<file path="src/rtl/lvds_pkg.sv">
// Shared definitions for the LVDS word aligner: per-lane FSM state encoding.
package lvds_pkg;

  localparam logic [2:0] ST_IDLE_ENC    = 3'd0;
  localparam logic [2:0] ST_COMPARE_ENC = 3'd1;
  localparam logic [2:0] ST_WAIT_ENC    = 3'd2;
  localparam logic [2:0] ST_LOCKED_ENC  = 3'd3;
  localparam logic [2:0] ST_FAIL_ENC    = 3'd4;

  typedef enum logic [2:0] {
    ST_IDLE    = ST_IDLE_ENC,
    ST_COMPARE = ST_COMPARE_ENC,
    ST_WAIT    = ST_WAIT_ENC,
    ST_LOCKED  = ST_LOCKED_ENC,
    ST_FAIL    = ST_FAIL_ENC
  } lane_state_e;

endpackage

</file>
<file path="src/rtl/lvds_lane_align.sv">
// Single-lane word aligner: compares the registered lane word against the
// training pattern and issues bitslip pulses until locked or out of slips.
module lvds_lane_align
  import lvds_pkg::*;
#(
  parameter int DATA_WIDTH = 10,
  parameter int SLIP_WAIT  = 4,
  parameter int MATCH_CNT  = 3,
  parameter int MAX_SLIPS  = 2 * DATA_WIDTH,
  parameter int SCW        = $clog2(MAX_SLIPS + 1)
) (
  input  logic                  clk,
  input  logic                  rst,
  input  logic                  i_bit_align_done,
  input  logic                  i_start,
  input  logic [DATA_WIDTH-1:0] i_pattern,
  input  logic [DATA_WIDTH-1:0] i_data,
  output logic                  o_bitslip,
  output logic                  o_locked,
  output logic                  o_fail,
  output logic [SCW-1:0]        o_slip_count
);

  localparam int MCW = (MATCH_CNT > 1) ? $clog2(MATCH_CNT) : 1;
  localparam int WCW = (SLIP_WAIT > 1) ? $clog2(SLIP_WAIT) : 1;
  localparam logic [MCW-1:0] MATCH_LAST = MCW'(MATCH_CNT - 1);
  localparam logic [WCW-1:0] WAIT_LAST  = WCW'(SLIP_WAIT - 1);
  localparam logic [SCW-1:0] SLIP_MAX   = SCW'(MAX_SLIPS);
  localparam logic [SCW-1:0] SLIP_ONE   = SCW'(1);
  localparam logic [MCW-1:0] MATCH_ONE  = MCW'(1);
  localparam logic [WCW-1:0] WAIT_ONE   = WCW'(1);

  lane_state_e     r_state;
  logic [MCW-1:0]  r_match_cnt;
  logic [WCW-1:0]  r_wait_cnt;
  logic [SCW-1:0]  r_slip_cnt;
  logic            r_bitslip;
  logic            r_locked;
  logic            r_fail;
  logic            w_match;

  assign w_match = (i_data == i_pattern);

  always_ff @(posedge clk or posedge rst) begin
    if (rst) begin
      r_state     <= ST_IDLE;
      r_match_cnt <= '0;
      r_wait_cnt  <= '0;
      r_slip_cnt  <= '0;
      r_bitslip   <= 1'b0;
      r_locked    <= 1'b0;
      r_fail      <= 1'b0;
    end else begin
      r_bitslip <= 1'b0;
      // Losing bit alignment overrides everything else in the lane.
      if (!i_bit_align_done) begin
        r_state  <= ST_IDLE;
        r_locked <= 1'b0;
        r_fail   <= 1'b0;
      end else begin
        case (r_state)
          ST_IDLE, ST_LOCKED, ST_FAIL: begin
            if (i_start) begin
              r_state     <= ST_COMPARE;
              r_slip_cnt  <= '0;
              r_match_cnt <= '0;
              r_locked    <= 1'b0;
              r_fail      <= 1'b0;
            end
          end
          ST_COMPARE: begin
            if (w_match) begin
              if (r_match_cnt == MATCH_LAST) begin
                r_state     <= ST_LOCKED;
                r_locked    <= 1'b1;
                r_match_cnt <= '0;
              end else begin
                r_match_cnt <= r_match_cnt + MATCH_ONE;
              end
            end else begin
              r_match_cnt <= '0;
              if (r_slip_cnt < SLIP_MAX) begin
                r_bitslip  <= 1'b1;
                r_slip_cnt <= r_slip_cnt + SLIP_ONE;
                r_wait_cnt <= '0;
                r_state    <= ST_WAIT;
              end else begin
                r_state <= ST_FAIL;
                r_fail  <= 1'b1;
              end
            end
          end
          ST_WAIT: begin
            if (r_wait_cnt == WAIT_LAST) begin
              r_state <= ST_COMPARE;
            end else begin
              r_wait_cnt <= r_wait_cnt + WAIT_ONE;
            end
          end
          default: begin
            r_state <= ST_IDLE;
          end
        endcase
      end
    end
  end

  assign o_bitslip    = r_bitslip;
  assign o_locked     = r_locked;
  assign o_fail       = r_fail;
  assign o_slip_count = r_slip_cnt;

endmodule

</file>
<file path="src/rtl/lvds_word_align.sv">
// Multi-lane LVDS word aligner: registers the incoming lane words once and
// runs an independent alignment FSM per lane, plus registered summary flags.
module lvds_word_align
  import lvds_pkg::*;
#(
  parameter int DATA_WIDTH = 10,
  parameter int LANES      = 4,
  parameter int SLIP_WAIT  = 4,
  parameter int MATCH_CNT  = 3,
  parameter int MAX_SLIPS  = 2 * DATA_WIDTH
) (
  input  logic                                     clk,
  input  logic                                     rst,
  input  logic [LANES-1:0]                         bit_align_done,
  input  logic                                     start,
  input  logic [DATA_WIDTH-1:0]                    pattern,
  input  logic [LANES*DATA_WIDTH-1:0]              data_in,
  output logic [LANES-1:0]                         bitslip,
  output logic [LANES-1:0]                         lane_locked,
  output logic [LANES-1:0]                         lane_fail,
  output logic                                     all_locked,
  output logic                                     all_done,
  output logic [LANES*$clog2(MAX_SLIPS+1)-1:0]     slip_count
);

  localparam int SCW = $clog2(MAX_SLIPS + 1);

  logic [LANES*DATA_WIDTH-1:0] r_data;
  logic [LANES-1:0]            w_locked;
  logic [LANES-1:0]            w_fail;
  logic                        r_all_locked;
  logic                        r_all_done;

  always_ff @(posedge clk or posedge rst) begin
    if (rst) begin
      r_data <= '0;
    end else begin
      r_data <= data_in;
    end
  end

  for (genvar g = 0; g < LANES; g++) begin : g_lane
    lvds_lane_align #(
      .DATA_WIDTH (DATA_WIDTH),
      .SLIP_WAIT  (SLIP_WAIT),
      .MATCH_CNT  (MATCH_CNT),
      .MAX_SLIPS  (MAX_SLIPS),
      .SCW        (SCW)
    ) u_lane (
      .clk              (clk),
      .rst              (rst),
      .i_bit_align_done (bit_align_done[g]),
      .i_start          (start),
      .i_pattern        (pattern),
      .i_data           (r_data[g*DATA_WIDTH +: DATA_WIDTH]),
      .o_bitslip        (bitslip[g]),
      .o_locked         (w_locked[g]),
      .o_fail           (w_fail[g]),
      .o_slip_count     (slip_count[g*SCW +: SCW])
    );
  end

  // Summary flags trail the per-lane status by one cycle.
  always_ff @(posedge clk or posedge rst) begin
    if (rst) begin
      r_all_locked <= 1'b0;
      r_all_done   <= 1'b0;
    end else begin
      r_all_locked <= &w_locked;
      r_all_done   <= &(w_locked | w_fail);
    end
  end

  assign lane_locked = w_locked;
  assign lane_fail   = w_fail;
  assign all_locked  = r_all_locked;
  assign all_done    = r_all_done;

endmodule

</file>
<file path="config.mk">
export PLATFORM = sky130hd
export DESIGN_NAME = lvds_word_align
export DESIGN_NICKNAME = d
export VERILOG_FILES = /design/src/rtl/lvds_pkg.sv /design/src/rtl/lvds_lane_align.sv /design/src/rtl/lvds_word_align.sv
export SDC_FILE = /design/constraint.sdc
export NUM_CORES = 1
export LEC_CHECK = 0
export CORE_MARGIN = 2
export CORE_UTILIZATION = 52
export DETAILED_ROUTE_END_ITERATION = 7
export PLACE_DENSITY = 0.8
export SLEW_MARGIN = 40
export SYNTH_ARGS = -nofsm -noshare
export SYNTH_HDL_FRONTEND = slang
export SYNTH_HIERARCHICAL = 1
export SYNTH_SLANG_ARGS = --single-unit
</file>
<file path="constraint.sdc">
create_clock -name clk -period 2.1 [get_ports clk]
set_clock_uncertainty 0.15 [all_clocks]
set_input_delay 0.42 -clock clk [delete_from_list [all_inputs] [get_ports clk]]
set_output_delay 0.42 -clock clk [all_outputs]
set_load 0.005 [all_outputs]
</file>
==> results.yml <==
grt:
  grt_pass1_wl_um: 17700
  grt_pass1_vias: 3833
  grt_max_degree: 43
  antenna_found_initial: 0
  overflow: 0
  grt_use_total_pct: 21.8
die:
  dieArea_um2: 10200
  rows: 35
  die_height_um: 101
  coreArea_um2: 9200
  initial_core_util_pct: 53.2
  fp.dieW_um: 101
  ios: 91
critical_path:
  path_buf_inv: 3
  crit_cells: 8
  critPathKind: "input port to flip-flop"
  r2r-end: "g_lane[3].u_lane/o_slip_count[4]"
  crit_slowest_cell: "nor4_4"
  required_ns: 2.22
  end_kind: "flip-flop"
  worst_path_dominant_cell_family: "buffers and inverters"
  rr_worst_depth: 7
  crit_chain: "dlygate4sd2_1, xnor2_1, nand4_1, nor4_4, buf_4, buf_4, nor3_1, o22a_1"
  crit_top_cell: "buf_4"
  critPathMaxStageDelay_ns: 0.38
  rr_startpoint: "r_data[34]"
  cp.arrival_ns: 2.10
  cp-start-kind: "input port"
  critPathMaxFanout: 9
  rrSetupSlack_ns: 0.14
clock_network:
  cts_tree: "yes"
  clockBufferDepth: 2
  worstSkewPairLatency_ns: 0.38
  hold_buffers: 0
  clock-sinks: 102
  clkTransAtPathRegs_ns: 0.12
  clk_root_buffer_cell: "clkbuf_8"
  htree_num_levels: 3
  cts_buffers: 9
placed_design:
  place_area_um2: 6160
  hpwl_um: 7950
  gp_congestion: 0.906
  numPortBuffers: 90
  placed_cells: 663
detailed_routing:
  vias: 3780
  firstDrtPassIters: 4
  drtAntennaViolNets: 0
  wire_per_inst_um: 15.4
  drc_errors: 0
  drtIter0Drc: 255
  via_per_inst: 5.56
  drt-total-wl_um: 10500
cells_and_area:
  nNetsFinal: 629
  fillers: 652
  area_delta_synth_final_pct: 30.8
  instances_no_fill: 680
  drive_gt1_share_pct: 16.5
  final_cell_area_um2: 6400
  antenna_cells: 0
sta:
  setup_viol: 0
  fin_crit_ns: 1.98
  drv_slew: 0
  hold_viol_final: 0
  slew_headroom_pct: 60.7
  worstMarginPinSlew_ns: 0.589
  fmax_mhz: 506
  fin_hold_ws_ns: 0.313
  rsz0062_at_grt: "no"
  fin_crit_sh_pct: 94.1
pwr:
  intPower_uw: 3610
  leakage_uw: 0.00276
  pwr-share-clk_pct: 23.0
  power.combinational.fraction_pct: 30.9
  p_per_area_nw_per_um2: 847
  switching_power_uw: 1810
  p_sw_share_pct: 33.4
  vdd_drop_max_mv: 0.484
  p_seq_share_pct: 46.1
min_path:
  min_to: "r_data[34]"
  hp-start: "data_in[34]"
  whs_path_depth: 1
  hold_path.class: "input port to flip-flop"
synthesis:
  syn_area_um2: 4890
  syn_inst: 435
  ys_types: 43
  syn-num-nets: 500
  synth_area_per_cell_um2: 11.2
  ys_seq_elements: 102
  synth.yosys.seq_area_share_pct: 52.2
  synth_warnings: 6
status:
  status: "completed"
flow_run:
  maxCapViolations: 0
-- layout by cell type (no fill, tap or decap), types with 6 or more instances in the layout --
master and n:
dfrtp_1 102, clkdlybuf4s50_1 80, buf_4 36, nand2_1 32
xnor2_1 32, nand3_1 24, nor3_1 20, inv_1 17
nand2b_1 16, nor2_1 13, nand4b_1 12, o21ai_1 12
clkbuf_8 9, and3_1 8, nand4_1 8, o211ai_1 8
o31ai_1 8, ha_1 8, dlygate4sd2_1 7, o22ai_1 6
xor2_1 6
-- kinds of logic after synthesis --
kind of cell | synth area share [%]
flip-flops | 52.2
AND/OR/NAND/NOR | 22.2
multiplexers | 1.74
adder cells (fa/ha/maj) | 2.05
XOR/XNOR | 7.16
AO/OA/AOI/OAI | 11.4
buffers and inverters | 3.25
-- cells in the mapped netlist --
library cell / count / area share (%)
a211o_1: 4 / 0.72
a21o_1: 4 / 0.61
a21oi_1: 4 / 0.41
a21oi_2: 4 / 0.72
a221o_1: 4 / 0.82
a22o_1: 4 / 0.72
a31oi_1: 4 / 0.51
and3_1: 8 / 1.0
and4_1: 1 / 0.18
buf_2: 4 / 0.41
buf_4: 4 / 0.61
buf_6: 4 / 0.92
dfrtp_1: 102 / 52
ha_1: 8 / 2.0
inv_1: 17 / 1.3
mux2_2: 4 / 0.92
mux2i_1: 4 / 0.82
nand2_1: 32 / 2.5
nand2_2: 4 / 0.51
nand2b_1: 16 / 2.0
nand3_1: 24 / 2.5
nand3_2: 4 / 0.82
nand4_1: 8 / 1.0
nand4b_1: 12 / 2.1
nor2_1: 13 / 1.0
nor2b_1: 4 / 0.51
nor3_1: 20 / 2.0
nor3b_1: 4 / 0.61
nor3b_2: 4 / 1.0
nor3b_4: 4 / 1.5
nor4_4: 4 / 1.7
o211ai_1: 8 / 1.2
o21a_1: 4 / 0.61
o21ai_0: 4 / 0.41
o21ai_1: 12 / 1.2
o21ai_2: 4 / 0.72
o22a_1: 4 / 0.72
o22ai_1: 6 / 0.77
o31ai_1: 8 / 1.2
or2_2: 4 / 0.51
or4_1: 4 / 0.61
xnor2_1: 32 / 5.7
xor2_1: 8 / 1.4
-- what timing repair did --
action                     CTS  global route
gates resized for setup      9             5
buffers inserted             1             0
pin swaps                    3             1
setup endpoints to repair   18            10
-- layer usage --
metal  GRT usage (%)  share of wire, %  vias up
li1                -                 -     1823
met1            27.5                42     1838
met2            38.1                52      110
met3            4.85               5.3        9
met4            5.61              0.91        0
met5               0                 0        -
-- power groups by stage --
stage                     sequential [uW]  combinational [uW]  clock [uW]
after floorplan                      2480                 987           0
after global placement               2520                1620           0
after detailed placement             2540                1680           0
after CTS                            2500                1690        1290
after global routing                 2550                1860        1370
final                                2500                1670        1250
-- state kept, by name (all words and copies together), names as in the netlist --
name / cells
g_lane.u_lane/o_fail: 4
g_lane.u_lane/r_state: 12
g_lane.u_lane/o_slip_count: 20
g_lane.u_lane/o_bitslip: 4
all_locked: 1
all_done: 1
g_lane.u_lane/r_match_cnt: 8
g_lane.u_lane/r_wait_cnt: 8
g_lane.u_lane/o_locked: 4
r_data: 40
-- worst max path at each step --
stage | startpoint | end | slack (ns)
after floorplan | pattern[1] | g_lane[0].u_lane/r_match_cnt[1] | 0.39
after global placement | pattern[6] | g_lane[1].u_lane/r_match_cnt[1] | -0.41
after detailed placement | pattern[6] | g_lane[1].u_lane/r_match_cnt[1] | -0.53
after CTS | pattern[3] | g_lane[3].u_lane/o_slip_count[4] | 0.01
after global routing | r_data[20] | g_lane[2].u_lane/r_match_cnt[0] | 0.002
final | pattern[4] | g_lane[3].u_lane/o_slip_count[4] | 0.12
-- stage by stage --
step	power (uW)	setup slack [ns]	utilization, %	setup TNS [ns]
floorplan	3460	0.388	-	0
global placement	4130	-0.411	66.9	-16.91
detailed placement	4210	-0.533	66.9	-21.19
CTS	5470	0.0142	69.4	0
global route	5780	0.00220	69.6	0
finish	5420	0.124	69.6	0
-- cell type report --
| cell class | count | area [um2] | share of cell area, % |
|---|---|---|---|
| Tap cell | 111 | 139 | 2.17 |
| Multi-Input combinational cell | 304 | 2200 | 34.3 |
| Timing Repair Buffer | 130 | 1230 | 19.3 |
| Inverter | 17 | 63.8 | 0.997 |
| Clock inverter | 7 | 92.6 | 1.45 |
| Sequential cell | 102 | 2550 | 39.9 |
| Clock buffer | 9 | 124 | 1.94 |
Note: power is estimated with default switching activity, not from simulation.
